<file path="src/rtl/ov5640_pkg.sv">
// Shared OV5640 power-sequencing definitions: state encoding and default timing.
package ov5640_pkg;

  localparam int unsigned DEF_CNT_W     = 21;
  localparam int unsigned DEF_T_PWDN_UP = 300000;
  localparam int unsigned DEF_T_RST     = 100000;
  localparam int unsigned DEF_T_SETTLE  = 1050000;
  localparam int unsigned DEF_T_RST_DN  = 50000;
  localparam int unsigned DEF_T_OFF     = 500000;

  typedef enum logic [2:0] {
    S_OFF       = 3'd0,
    S_UP_PWDN   = 3'd1,
    S_UP_RST    = 3'd2,
    S_UP_SETTLE = 3'd3,
    S_ON        = 3'd4,
    S_DN_WAIT   = 3'd5,
    S_DN_RST    = 3'd6
  } pwr_state_e;

endpackage

</file>
<file path="src/rtl/ov5640_pwr_seq.sv">
// OV5640 power sequencer: ordered PWDN/RESETB power-up and committed power-down
// with SCCB quiesce and minimum off time. All pin outputs are registered.
module ov5640_pwr_seq
  import ov5640_pkg::*;
#(
  parameter int unsigned T_PWDN_UP = DEF_T_PWDN_UP,
  parameter int unsigned T_RST     = DEF_T_RST,
  parameter int unsigned T_SETTLE  = DEF_T_SETTLE,
  parameter int unsigned T_RST_DN  = DEF_T_RST_DN,
  parameter int unsigned T_OFF     = DEF_T_OFF,
  parameter int unsigned CNT_W     = DEF_CNT_W
) (
  input  logic clk,
  input  logic rst_n,
  input  logic pwr_req,
  input  logic bus_busy,
  output logic ov5640_pwdn,
  output logic ov5640_rst_n,
  output logic pwr_on,
  output logic pwr_off
);

  // Terminal counter values; timed states exit one cycle after reaching them.
  localparam logic [CNT_W-1:0] TC_OFF     = CNT_W'(T_OFF);
  localparam logic [CNT_W-1:0] TC_PWDN_UP = CNT_W'(T_PWDN_UP - 1);
  localparam logic [CNT_W-1:0] TC_RST     = CNT_W'(T_RST - 1);
  localparam logic [CNT_W-1:0] TC_SETTLE  = CNT_W'(T_SETTLE - 1);
  localparam logic [CNT_W-1:0] TC_RST_DN  = CNT_W'(T_RST_DN - 1);

  pwr_state_e       state_q, state_d;
  logic [CNT_W-1:0] cnt_q, cnt_d, cnt_term;
  logic             pwdn_d, rstb_d, pwr_on_d, pwr_off_d;

  // State and pin register; reset treats the off time as already met.
  always_ff @(posedge clk or negedge rst_n) begin
    if (!rst_n) begin
      state_q      <= S_OFF;
      cnt_q        <= TC_OFF;
      ov5640_pwdn  <= 1'b1;
      ov5640_rst_n <= 1'b0;
      pwr_on       <= 1'b0;
      pwr_off      <= 1'b1;
    end else begin
      state_q      <= state_d;
      cnt_q        <= cnt_d;
      ov5640_pwdn  <= pwdn_d;
      ov5640_rst_n <= rstb_d;
      pwr_on       <= pwr_on_d;
      pwr_off      <= pwr_off_d;
    end
  end

  // Next-state, shared counter and pin decode from the next state.
  always_comb begin
    state_d   = state_q;
    cnt_term  = '0;
    cnt_d     = cnt_q;
    pwdn_d    = 1'b1;
    rstb_d    = 1'b0;
    pwr_on_d  = 1'b0;
    pwr_off_d = 1'b0;

    // Aborts are tested before the timer so they win on a coincident cycle.
    case (state_q)
      S_OFF: begin
        cnt_term = TC_OFF;
        if ((cnt_q == TC_OFF) && pwr_req) state_d = S_UP_PWDN;
      end
      S_UP_PWDN: begin
        cnt_term = TC_PWDN_UP;
        if (!pwr_req)                  state_d = S_OFF;
        else if (cnt_q == TC_PWDN_UP)  state_d = S_UP_RST;
      end
      S_UP_RST: begin
        cnt_term = TC_RST;
        if (!pwr_req)                  state_d = S_OFF;
        else if (cnt_q == TC_RST)      state_d = S_UP_SETTLE;
      end
      S_UP_SETTLE: begin
        cnt_term = TC_SETTLE;
        if (!pwr_req)                  state_d = S_DN_WAIT;
        else if (cnt_q == TC_SETTLE)   state_d = S_ON;
      end
      S_ON: begin
        if (!pwr_req)                  state_d = S_DN_WAIT;
      end
      S_DN_WAIT: begin
        if (!bus_busy)                 state_d = S_DN_RST;
      end
      S_DN_RST: begin
        cnt_term = TC_RST_DN;
        if (cnt_q == TC_RST_DN)        state_d = S_OFF;
      end
      default: begin
        state_d = S_OFF;
      end
    endcase

    if (state_d != state_q)     cnt_d = '0;
    else if (cnt_q < cnt_term)  cnt_d = cnt_q + CNT_W'(1);

    case (state_d)
      S_OFF: begin
        pwr_off_d = (cnt_d == TC_OFF);
      end
      S_UP_RST, S_DN_RST: begin
        pwdn_d = 1'b0;
      end
      S_UP_SETTLE, S_DN_WAIT: begin
        pwdn_d = 1'b0;
        rstb_d = 1'b1;
      end
      S_ON: begin
        pwdn_d   = 1'b0;
        rstb_d   = 1'b1;
        pwr_on_d = 1'b1;
      end
      default: begin
        pwdn_d = 1'b1;
      end
    endcase
  end

endmodule
</file>
<file path="config.mk">
export PLATFORM = sky130hd
export DESIGN_NAME = ov5640_pwr_seq
export DESIGN_NICKNAME = d
export VERILOG_FILES = /design/src/rtl/ov5640_pkg.sv /design/src/rtl/ov5640_pwr_seq.sv
export SDC_FILE = /design/constraint.sdc
export NUM_CORES = 1
export LEC_CHECK = 0
export ABC_AREA = 1
export CAP_MARGIN = 20
export CORE_UTILIZATION = 45
export DETAILED_ROUTE_END_ITERATION = 16
export RECOVER_POWER = 25
export SETUP_SLACK_MARGIN = 0.1
export SLEW_MARGIN = 15
export SYNTH_ARGS = -nofsm -noshare
export SYNTH_HDL_FRONTEND = slang
export SYNTH_SLANG_ARGS = --single-unit
</file>
<file path="constraint.sdc">
create_clock -name clk -period 4.9 [get_ports clk]
set_clock_uncertainty 0.1 [all_clocks]
set_input_delay 1.225 -clock clk [delete_from_list [all_inputs] [get_ports clk]]
set_output_delay 1.225 -clock clk [all_outputs]
set_load 0.05 [all_outputs]
</file>
==> run metrics <==
result of the run finished with violations; violated checks max-capacitance violations, max-slew violations; Max Fclk 301 MHz; Rel. slew slack -0.431%; final slew viol count 28; layout cells sized above 1 13.3%; Detail Placement HPWL 6420 um; Worst R2R Start state_q[2]; syn nets 476; dpl ws around 1.4 ns; RSZ-0062 raised after global routing no; Final Cycle Share 67.9%; most frequent cells in the layout nand2_1 (120), nor2_1 (75), inv_1 (54), nand3_1 (28), ha_1 (20); gate count after technology mapping 452; Post-synth EDFFs 0; CP Capture Type register; CTS tree yes; Die W between 80 and 90 um; Core Util, Final 50.8%; critical setup path kind reg2reg; Netlist cell types 32; post-route design area 3080 um^2; Setup crit start kind register; Seq cells post-synth 28; largest net degree at the start of global routing 29; Area Overhead vs Synth 5.94%; I/O Buffers 7; I/O pin total 8; Final min period 3.33 ns; GP Congestion 0.909; Crit Path Max Fanout 24; Initial Util 48.0%; hold buffers post-CTS 0; die height 82.4 um; HP Class reg2reg; commonest non-fill, non-tap cell in the layout nand2_1; Starting DRT DRC Count between 200 and 250; CTS root buffer clkbuf_8; worst setup path startpoint state_q[2]; wire per inst 14.8 um; drc violations 0; floorplan core area 6060 um^2; dpl cells about 530; R2R cell count 19; Least-Margin Pin Slew ~1.5 ns; data arrival time of the worst path 3.44 ns; Final ANT Viol Nets 0; Leak 0.00151 uW; TNS Setup 0 ns; Final Hold Viols 0; worst path required time 5.01 ns; PD cells roughly 140 nW/um^2; H-tree levels 1; Clk Latency, worst-skew pair 0.28 ns; Fill cells 634; post-synthesis cell area a little under 3000 um^2; nets 482; crit path setup slack, layout 1.57 ns; yosys warns 0; Setup violations, final 0; Seq/Total Area, Yosys 24.5%; CTS max path bufs 2; Primary FF master, synth dfrtp_1; Final Non-Filler Cells 532; max-cap violations 1; drt pass-1 iters 5; first-pass GRT wire length between 10000 and 15000 um; Vias between 2000 and 3000; Placed Instance Area 3010 um^2; Max VDD drop 0.146 mV; TritonCTS Buffers 3; R2R setup slack 1.57 ns; syn avg cell area 6.43 um^2; initial antenna violation count 0; # resized after CTS 0; Total Wirelength 7860 um; total clock sinks 28; end point of the critical path pwr_off; post-CTS setup buffer count 0; vias in the first global route around 2500; # rows 28; grt total ovfl 0; n_diodes 0; Async SR Flop Fraction 100%; DIE AREA 6780 um^2; clock slew at reported path FFs between 0.1 and 0.15 ns; overall global routing resource usage 25.0%; Vias/cell ~5.3; Reg2Reg Capture Point pwr_off
[final cells by class]
type	count	area (um^2)	share of cell area, %
clock buffers	3	41.3	1.34
inverters	68	258	8.37
multi-input cells	349	1870	60.7
flip-flops and latches	28	712	23.1
repair buffers	8	73.8	2.40
clock inverters	1	30.0	0.975
well taps	75	93.8	3.05
[worst min-delay path by stage]
stage / startpoint / to / slack, ns / cells past startpoint
after global placement: cnt_q[16] / cnt_q[16] / 0.59 / 2
after global routing: cnt_q[8] / cnt_q[8] / 0.65 / 4
after CTS: cnt_q[16] / cnt_q[16] / 0.61 / 2
after floorplan: cnt_q[0] / cnt_q[0] / 0.50 / 3
after detailed placement: cnt_q[16] / cnt_q[16] / 0.58 / 2
final: cnt_q[16] / cnt_q[16] / 0.61 / 2
[stage by stage]
step                hold WS, ns  total power, uW
finish                    0.613              424
global route              0.646              439
CTS                       0.611              427
detailed placement        0.582              244
global placement          0.586              244
floorplan                 0.501              236
[cell families after synthesis]
| logic type | Yosys count | synth area share [%] |
|---|---|---|
| compound gates | 32 | 6.33 |
| xor+xnor | 15 | 4.52 |
| fa+ha+maj | 20 | 8.61 |
| buf+inv | 75 | 11.1 |
| flops | 28 | 24.5 |
| simple gates | 282 | 44.9 |
[critical path, cell delays in order (launching register included)]
cell and delay (ns):
dfrtp_1 0.44, inv_2 0.13, nand2_1 0.08, nor2_1 0.24, inv_1 0.13, nand2_1 0.07
inv_1 0.05, ha_1 0.28, nand2_1 0.05, nor2_1 0.17, nand2_1 0.11, nor2_1 0.13
nand2_2 0.11, nand3_4 0.26, inv_4 0.13, a21boi_0 0.29, nand4_1 0.13, nor2_1 0.15
nand2_1 0.07, nor2_1 0.11
[cells in the mapped netlist, types with 8 or more instances]
cell type,n,share of area (%)
a21oi_1,9,1.5
dfrtp_1,19,16
dfstp_2,9,8.1
ha_1,20,8.6
inv_1,54,7.0
inv_2,11,1.4
nand2_1,120,15
nand2_2,12,2.6
nand3_1,28,4.8
nand4_1,19,4.1
nor2_1,75,9.7
o21ai_0,10,1.7
o21ai_1,8,1.4
xor2_1,15,4.5
[power breakdown]
group,total (uW),switching [uW],internal [uW]
Clock,185,75.8,110
Sequential,231,0,231
Combinational,7.80,5.61,2.19
[per-layer routing]
| metal | vias to the layer above | wire length (um) | GRT usage [%] |
|---|---|---|---|
| met2 | 94 | 3350 | 37.0 |
| met1 | 1284 | 3820 | 36.7 |
| li1 | 1435 | - | - |
| met4 | 0 | 224 | 10.0 |
| met5 | - | 0 | 0 |
| met3 | 17 | 463 | 2.53 |
[state kept, by name (all words and copies together) (netlist names)]
register / count
state_q: 3
pwr_on: 1
ov5640_rst_n: 1
cnt_q: 21
pwr_off: 1
ov5640_pwdn: 1
Note: power is estimated with default switching activity, not from simulation.
